**src/rtl/acc_mem_pkg.sv**
```systemverilog
// acc_mem_pkg: shared types and default widths for the accelerator memory arbiter
package acc_mem_pkg;
  typedef enum logic [1:0] {IDLE, ISSUE, WAIT, DONE} arb_state_t;
  typedef enum logic {READ, WRITE} arb_op_t;
  localparam int ADDR_W = 16;
  localparam int RD_W = 512;
  localparam int WR_W = 32;
endpackage

```
**src/rtl/acc_rr_pick.sv**
```systemverilog
// acc_rr_pick: combinational round-robin picker, first pending requester at or after rr_ptr
module acc_rr_pick #(
  parameter int NUM_REQ = 4,
  parameter int IW = $clog2(NUM_REQ)
) (
  input  logic [NUM_REQ-1:0] pending,
  input  logic [IW-1:0]      rr_ptr,
  output logic               found,
  output logic [IW-1:0]      winner
);
  logic [IW-1:0] idx;
  // scanning from the farthest offset down leaves the nearest pending one as winner
  always_comb begin
    found = 1'b0;
    winner = '0;
    idx = '0;
    for (int k = NUM_REQ - 1; k >= 0; k--) begin
      idx = IW'((int'(rr_ptr) + k) % NUM_REQ);
      if (pending[idx]) begin
        found = 1'b1;
        winner = idx;
      end
    end
  end
endmodule

```
**src/rtl/acc_mem_arbiter.sv**
```systemverilog
// acc_mem_arbiter: round-robin serialization of accelerator reads/writes onto one memory port
module acc_mem_arbiter
  import acc_mem_pkg::*;
#(
  parameter int NUM_REQ = 4,
  parameter int ADDR_SIZE = ADDR_W,
  parameter int RD_DATA_SIZE = RD_W,
  parameter int WR_DATA_SIZE = WR_W,
  parameter int MEM_RD_LATENCY = 1
) (
  input  logic                            clk,
  input  logic                            rst,
  input  logic [NUM_REQ-1:0]              req_read_en,
  input  logic [NUM_REQ*ADDR_SIZE-1:0]    req_read_addr,
  input  logic [NUM_REQ-1:0]              req_write_en,
  input  logic [NUM_REQ*ADDR_SIZE-1:0]    req_write_addr,
  input  logic [NUM_REQ*WR_DATA_SIZE-1:0] req_write_data,
  output logic [RD_DATA_SIZE-1:0]         req_read_data,
  output logic [NUM_REQ-1:0]              req_read_data_valid,
  output logic [NUM_REQ-1:0]              req_write_done,
  output logic                            mem_en,
  output logic                            mem_wr,
  output logic [ADDR_SIZE-1:0]            mem_addr,
  output logic [WR_DATA_SIZE-1:0]         mem_wdata,
  input  logic [RD_DATA_SIZE-1:0]         mem_rdata,
  output logic                            busy,
  output logic [$clog2(NUM_REQ)-1:0]      grant_id
);
  localparam int IW = $clog2(NUM_REQ);
  localparam int CW = $clog2(MEM_RD_LATENCY + 1);
  arb_state_t state, state_n;
  arb_op_t op_q;
  logic [IW-1:0] id_q, rr_ptr, winner;
  logic found;
  logic [ADDR_SIZE-1:0] addr_q;
  logic [WR_DATA_SIZE-1:0] wdata_q;
  logic [RD_DATA_SIZE-1:0] rdata_q;
  logic [CW-1:0] cnt;
  logic [ADDR_SIZE-1:0] rd_addr [NUM_REQ];
  logic [ADDR_SIZE-1:0] wr_addr [NUM_REQ];
  logic [WR_DATA_SIZE-1:0] wr_data [NUM_REQ];
  for (genvar i = 0; i < NUM_REQ; i++) begin : g_unpack
    assign rd_addr[i] = req_read_addr[i*ADDR_SIZE +: ADDR_SIZE];
    assign wr_addr[i] = req_write_addr[i*ADDR_SIZE +: ADDR_SIZE];
    assign wr_data[i] = req_write_data[i*WR_DATA_SIZE +: WR_DATA_SIZE];
  end
  acc_rr_pick #(.NUM_REQ(NUM_REQ), .IW(IW)) u_pick (
    .pending(req_read_en | req_write_en),
    .rr_ptr (rr_ptr),
    .found  (found),
    .winner (winner)
  );
  always_comb begin
    state_n = state == IDLE  ? (found ? ISSUE : IDLE) :
              state == ISSUE ? (op_q == WRITE ? DONE : WAIT) :
              state == WAIT  ? (cnt == CW'(MEM_RD_LATENCY) ? DONE : WAIT) : IDLE;
  end
  always_ff @(posedge clk) begin
    if (rst) begin
      state <= IDLE;
      id_q <= '0;
      op_q <= READ;
      addr_q <= '0;
      wdata_q <= '0;
      rdata_q <= '0;
      cnt <= '0;
      rr_ptr <= '0;
    end else begin
      state <= state_n;
      if (state == IDLE && found) begin
        id_q <= winner;
        op_q <= req_read_en[winner] ? READ : WRITE;
        addr_q <= req_read_en[winner] ? rd_addr[winner] : wr_addr[winner];
        wdata_q <= wr_data[winner];
      end
      cnt <= state == WAIT ? cnt + 1'b1 : CW'(1);
      if (state == WAIT && cnt == CW'(MEM_RD_LATENCY)) rdata_q <= mem_rdata;
      if (state == DONE) rr_ptr <= id_q == IW'(NUM_REQ - 1) ? '0 : id_q + 1'b1;
    end
  end
  assign mem_en = state == ISSUE;
  assign mem_wr = mem_en && op_q == WRITE;
  assign mem_addr = mem_en ? addr_q : '0;
  assign mem_wdata = mem_en ? wdata_q : '0;
  assign req_read_data = rdata_q;
  assign req_read_data_valid = (state == DONE && op_q == READ) ? NUM_REQ'(1) << id_q : '0;
  assign req_write_done = (state == DONE && op_q == WRITE) ? NUM_REQ'(1) << id_q : '0;
  assign busy = state != IDLE;
  assign grant_id = id_q;
endmodule

```
**config.mk**
```make
export PLATFORM = sky130hd
export DESIGN_NAME = acc_mem_arbiter
export DESIGN_NICKNAME = d
export VERILOG_FILES = /design/src/rtl/acc_mem_pkg.sv /design/src/rtl/acc_rr_pick.sv /design/src/rtl/acc_mem_arbiter.sv
export SDC_FILE = /design/constraint.sdc
export NUM_CORES = 1
export LEC_CHECK = 0
export ABC_AREA = 0
export BUFFER_PORTS_ARGS = -buffer_cell sky130_fd_sc_hd__buf_2
export CORE_AREA = 2 2 530 532
export DETAILED_ROUTE_END_ITERATION = 8
export DIE_AREA = 0 0 532 534
export PLACE_DENSITY = 0.36
export SYNTH_ARGS = -nofsm -noshare
export SYNTH_HDL_FRONTEND = slang
export SYNTH_SLANG_ARGS = --single-unit
```
**constraint.sdc**
```tcl
create_clock -name clk -period 2.2 [get_ports clk]
set_clock_uncertainty 0.05 [all_clocks]
set_input_delay 0.44 -clock clk [delete_from_list [all_inputs] [get_ports clk]]
set_output_delay 0.44 -clock clk [all_outputs]
set_load 0.02 [all_outputs]
```
==> metrics.md <==
| Metric | Value |
|---|---|
| Run status | `complete, but fails checks` |
| # setup viols final | `58` |
| CP endpoint kind | `output pin` |
| Met3 Use GR | `4.72%` |
| Initial Util | `7.88%` |
| Max-cap viol count | `0` |
| CTS Buffer Depth | `4` |
| Post-DP HPWL | `137,000 microns` |
| Top Ports | `1,351` |
| Total global routing overflow | `0` |
| Post-layout net count | `around 5,500` |
| Critical path's largest stage delay | `330 ps` |
| Largest net degree at the start of global routing | `69` |
| Final Power | `0.0287 W` |
| Synth Flop Type | `dfxtp_1` |
| Crit path max fanout | `7` |
| Die height | `roughly 530 microns` |
| RSZ-0062 raised after global routing | `true` |
| Die area | `about 280,000 sq um` |
| Core area | `roughly 280,000 sq um` |
| WL final | `roughly 170,000 microns` |
| Cells after Synth | `~2,700` |
| Clock Pin Slew Worst Setup and Hold Paths | `approximately 60 ps` |
| Worst path cell trace | `inv_2 > ha_4 > buf_12 > buf_16 > and2_4 > buf_6` |
| Drt wl/cell | `19.6 microns` |
| Number of cell rows | `a little under 200` |
| Setup ws final | `-242 ps` |
| Root Buffer | `clkbuf_16` |
| Min Hold Slack | `a little under 90 ps` |
| Slew @ Worst Pin | `approximately 600 ps` |
| CTS tree | `yes` |
| Cell area after synthesis | `between 20,000 and 25,000 sq um` |
| GR Util All Layers | `between 10% and 20%` |
| Crit Path Class | `flop to output pin` |
| Tmin final | `2440 ps` |
| Worst path required time | `about 1700 ps` |
| Fraction of registers with async set or reset after synthesis | `0%` |
| Met2 usage | `between 10% and 20%` |
| Fillcell total | `31,931` |
| Crit path max-delay family | `buffers and inverters` |
| Startpoint Class | `flop` |
| Final instance area | `~44,000 sq um` |
| Arrival @ worst endpoint | `around 2000 ps` |
| Via count | `between 20,000 and 30,000` |
| Clock latency at the later pin of the worst-skew pair | `810 ps` |
| Most frequent cells in the layout | `buf_2 (1,290), nand2_1 (1,027), dlygate4sd3_1 (638), dfxtp_1 (557), a21oi_1 (547)` |
| Vias per std cell | `approximately 3.3` |
| Post-synth EDFFs | `0` |
| Most common cell after layout, fill and taps aside | `buf_2` |
| Failing checks | `setup timing` |
| RePlAce Congestion | `about 1` |
| Most Crowded Layer GR | `met2` |
| Cts bufs inserted | `slightly above 80` |
| Width of the die | `roughly 530 microns` |
| Initial antenna violation count | `between 50 and 60` |
| FF+latch count, synth | `568` |
| Initial DRC count | `around 1,300` |
| Synth Area per Inst | `8.04 sq um` |
| Port-buffer cells | `1,350` |
| First-pass GRT wire length | `about 230,000 microns` |
| Yosys cell types | `37` |
| Area growth syn-to-layout | `101%` |
| Setup TNS | `-10,530 ps` |
| Synth area leader | `dfxtp_1` |
| Vias in the first global route | `28,844` |
| Grt met1 use | `between 10 and 15%` |
| Fmax | `0.410 GHz` |
| # DRC | `0` |
| WP buf/inv | `4` |
| Mapped Nets | `3,513` |
| Fin. Hold Viols | `0` |
| Slew headroom | `~60%` |
| Seq/Total Area, Yosys | `roughly half` |
| Clock sink count | `~570` |
| CP max-delay cell | `dfxtp_2` |
| Final critical-path share of the clock period | `111%` |
| Layout cells sized above 1 | `a little under two fifths` |
| Area after DPL | `about 34,000 sq um` |
| Routed Antenna Nets | `0` |
| Pre-antenna DRT Iters | `5` |
| Synth area leaders | `dfxtp_1 (52%), nand2_1 (18%), a21oi_1 (12%), mux2i_1 (4.5%), clkbuf_1 (3.3%)` |
| Yosys warns | `0` |
| Pwr Density | `approximately 650 nW/um^2` |
| H-tree Lvls | `3` |
| P_leak | `around 18 nW` |
| Post-synth top area share | `roughly half` |
| Maximum vdd drop | `~0.00053 V` |
| Worst hold path type | `input port to flop` |
| Pins Over Slew Limit | `0` |
-- stage by stage --
| stage | setup WS (ps) | instances | util, % |
|---|---|---|---|
| 4_1_cts | -362 | 8526 | 15.8 |
| 6_report | -242 | 8549 | 15.8 |
| 5_1_grt | -348 | 8543 | 15.8 |
| 2_1_floorplan | 5.65 | 2727 | - |
| 3_5_place_dp | -292 | 7735 | 12.3 |
| 3_3_place_gp | -271 | 7735 | 12.3 |
-- sequential cells by signal, summed over array words and instances (netlist names) --
| name | count |
|---|---|
| addr_q | 16 |
| wdata_q | 32 |
| state | 2 |
| rr_ptr | 2 |
| req_read_data | 512 |
| op_q | 1 |
| grant_id | 2 |
| cnt | 1 |
-- worst paths after layout --
path / end / slack (ps) / start / depth (start not counted)
worst min-delay path: req_read_data[508]$_SDFFE_PP0P_ / 90 / mem_rdata[508] / 3
worst max-delay path: mem_wdata[0] / -240 / state[1]$_SDFF_PP0_ / 6
worst max register to register: addr_q[12]$_SDFFE_PP0P_ / 140 / rr_ptr[0]$_SDFFE_PP0N_ / 7
worst min register to register: req_read_data[377]$_SDFFE_PP0P_ / 400 / req_read_data[377]$_SDFFE_PP0P_ / 2
-- cell usage after synthesis (6+ instances only) --
cell,n
a2111oi_0,16
a211oi_1,17
a21oi_1,547
and2_1,55
buf_1,9
buf_2,8
buf_4,7
clkbuf_1,194
dfxtp_1,568
ha_1,8
inv_1,6
mux2_2,32
mux2i_1,98
nand2_1,1029
nand3b_1,33
nor2_1,25
nor4_1,17
o221ai_1,23
o221ai_2,10
-- layer usage --
metal,routed length (microns),vias up
li1,-,13123
met1,63700,13170
met2,79600,1342
met3,17400,249
met4,6700,4
met5,26,-
-- worst reg2reg max path: cells and delay by family, from the launching register on --
| family | cells | cell delay, ps |
|---|---|---|
| DFF | 1 | 380 |
| AOI/OAI and AO/OA | 3 | 890 |
| and+or+nand+nor | 2 | 290 |
| buffers and inverters | 2 | 350 |
-- report_power, final --
part	total, W	switching, W	internal (W)
Combinational	0.00435	0.00215	0.00219
Clock	0.0136	0.00571	0.00788
Sequential	0.0108	0.000228	0.0106
-- cell families (layout without fill, tap and decap cells) --
logic type | after synthesis | in the layout | share of synthesized area [%]
flip-flops | 568 | 568 | 51.8
other | 0 | 20 | 0
AND/OR/NAND/NOR | 1168 | 1168 | 21.5
buffers and inverters | 229 | 2307 | 4.24
multiplexers | 131 | 131 | 6.22
adder cells (fa/ha/maj) | 8 | 8 | 0.456
AO/OA/AOI/OAI | 623 | 623 | 15.7
-- layout make-up --
cell class	instances	area (sq um)	share of cell area [%]
repair buffers	2156	15400	34.9
flip-flops and latches	568	11400	25.9
multi-input cells	1930	9830	22.3
well taps	3724	4660	10.6
clock buffers	112	2320	5.26
clock inverters	33	355	0.808
diodes	20	50.0	0.114
inverters	6	25.0	0.0569
-- what timing repair did --
item / CTS / global route
gates cloned: 2 / 1
endpoints found under the setup margin: 66 / 91
pin swaps: 19 / 1
buffers inserted: 6 / 2
hold buffers: 638 / 0
resized for setup: 197 / 6
endpoints found under the hold margin: 543 / 0
Power figures use the tool's default switching activity.
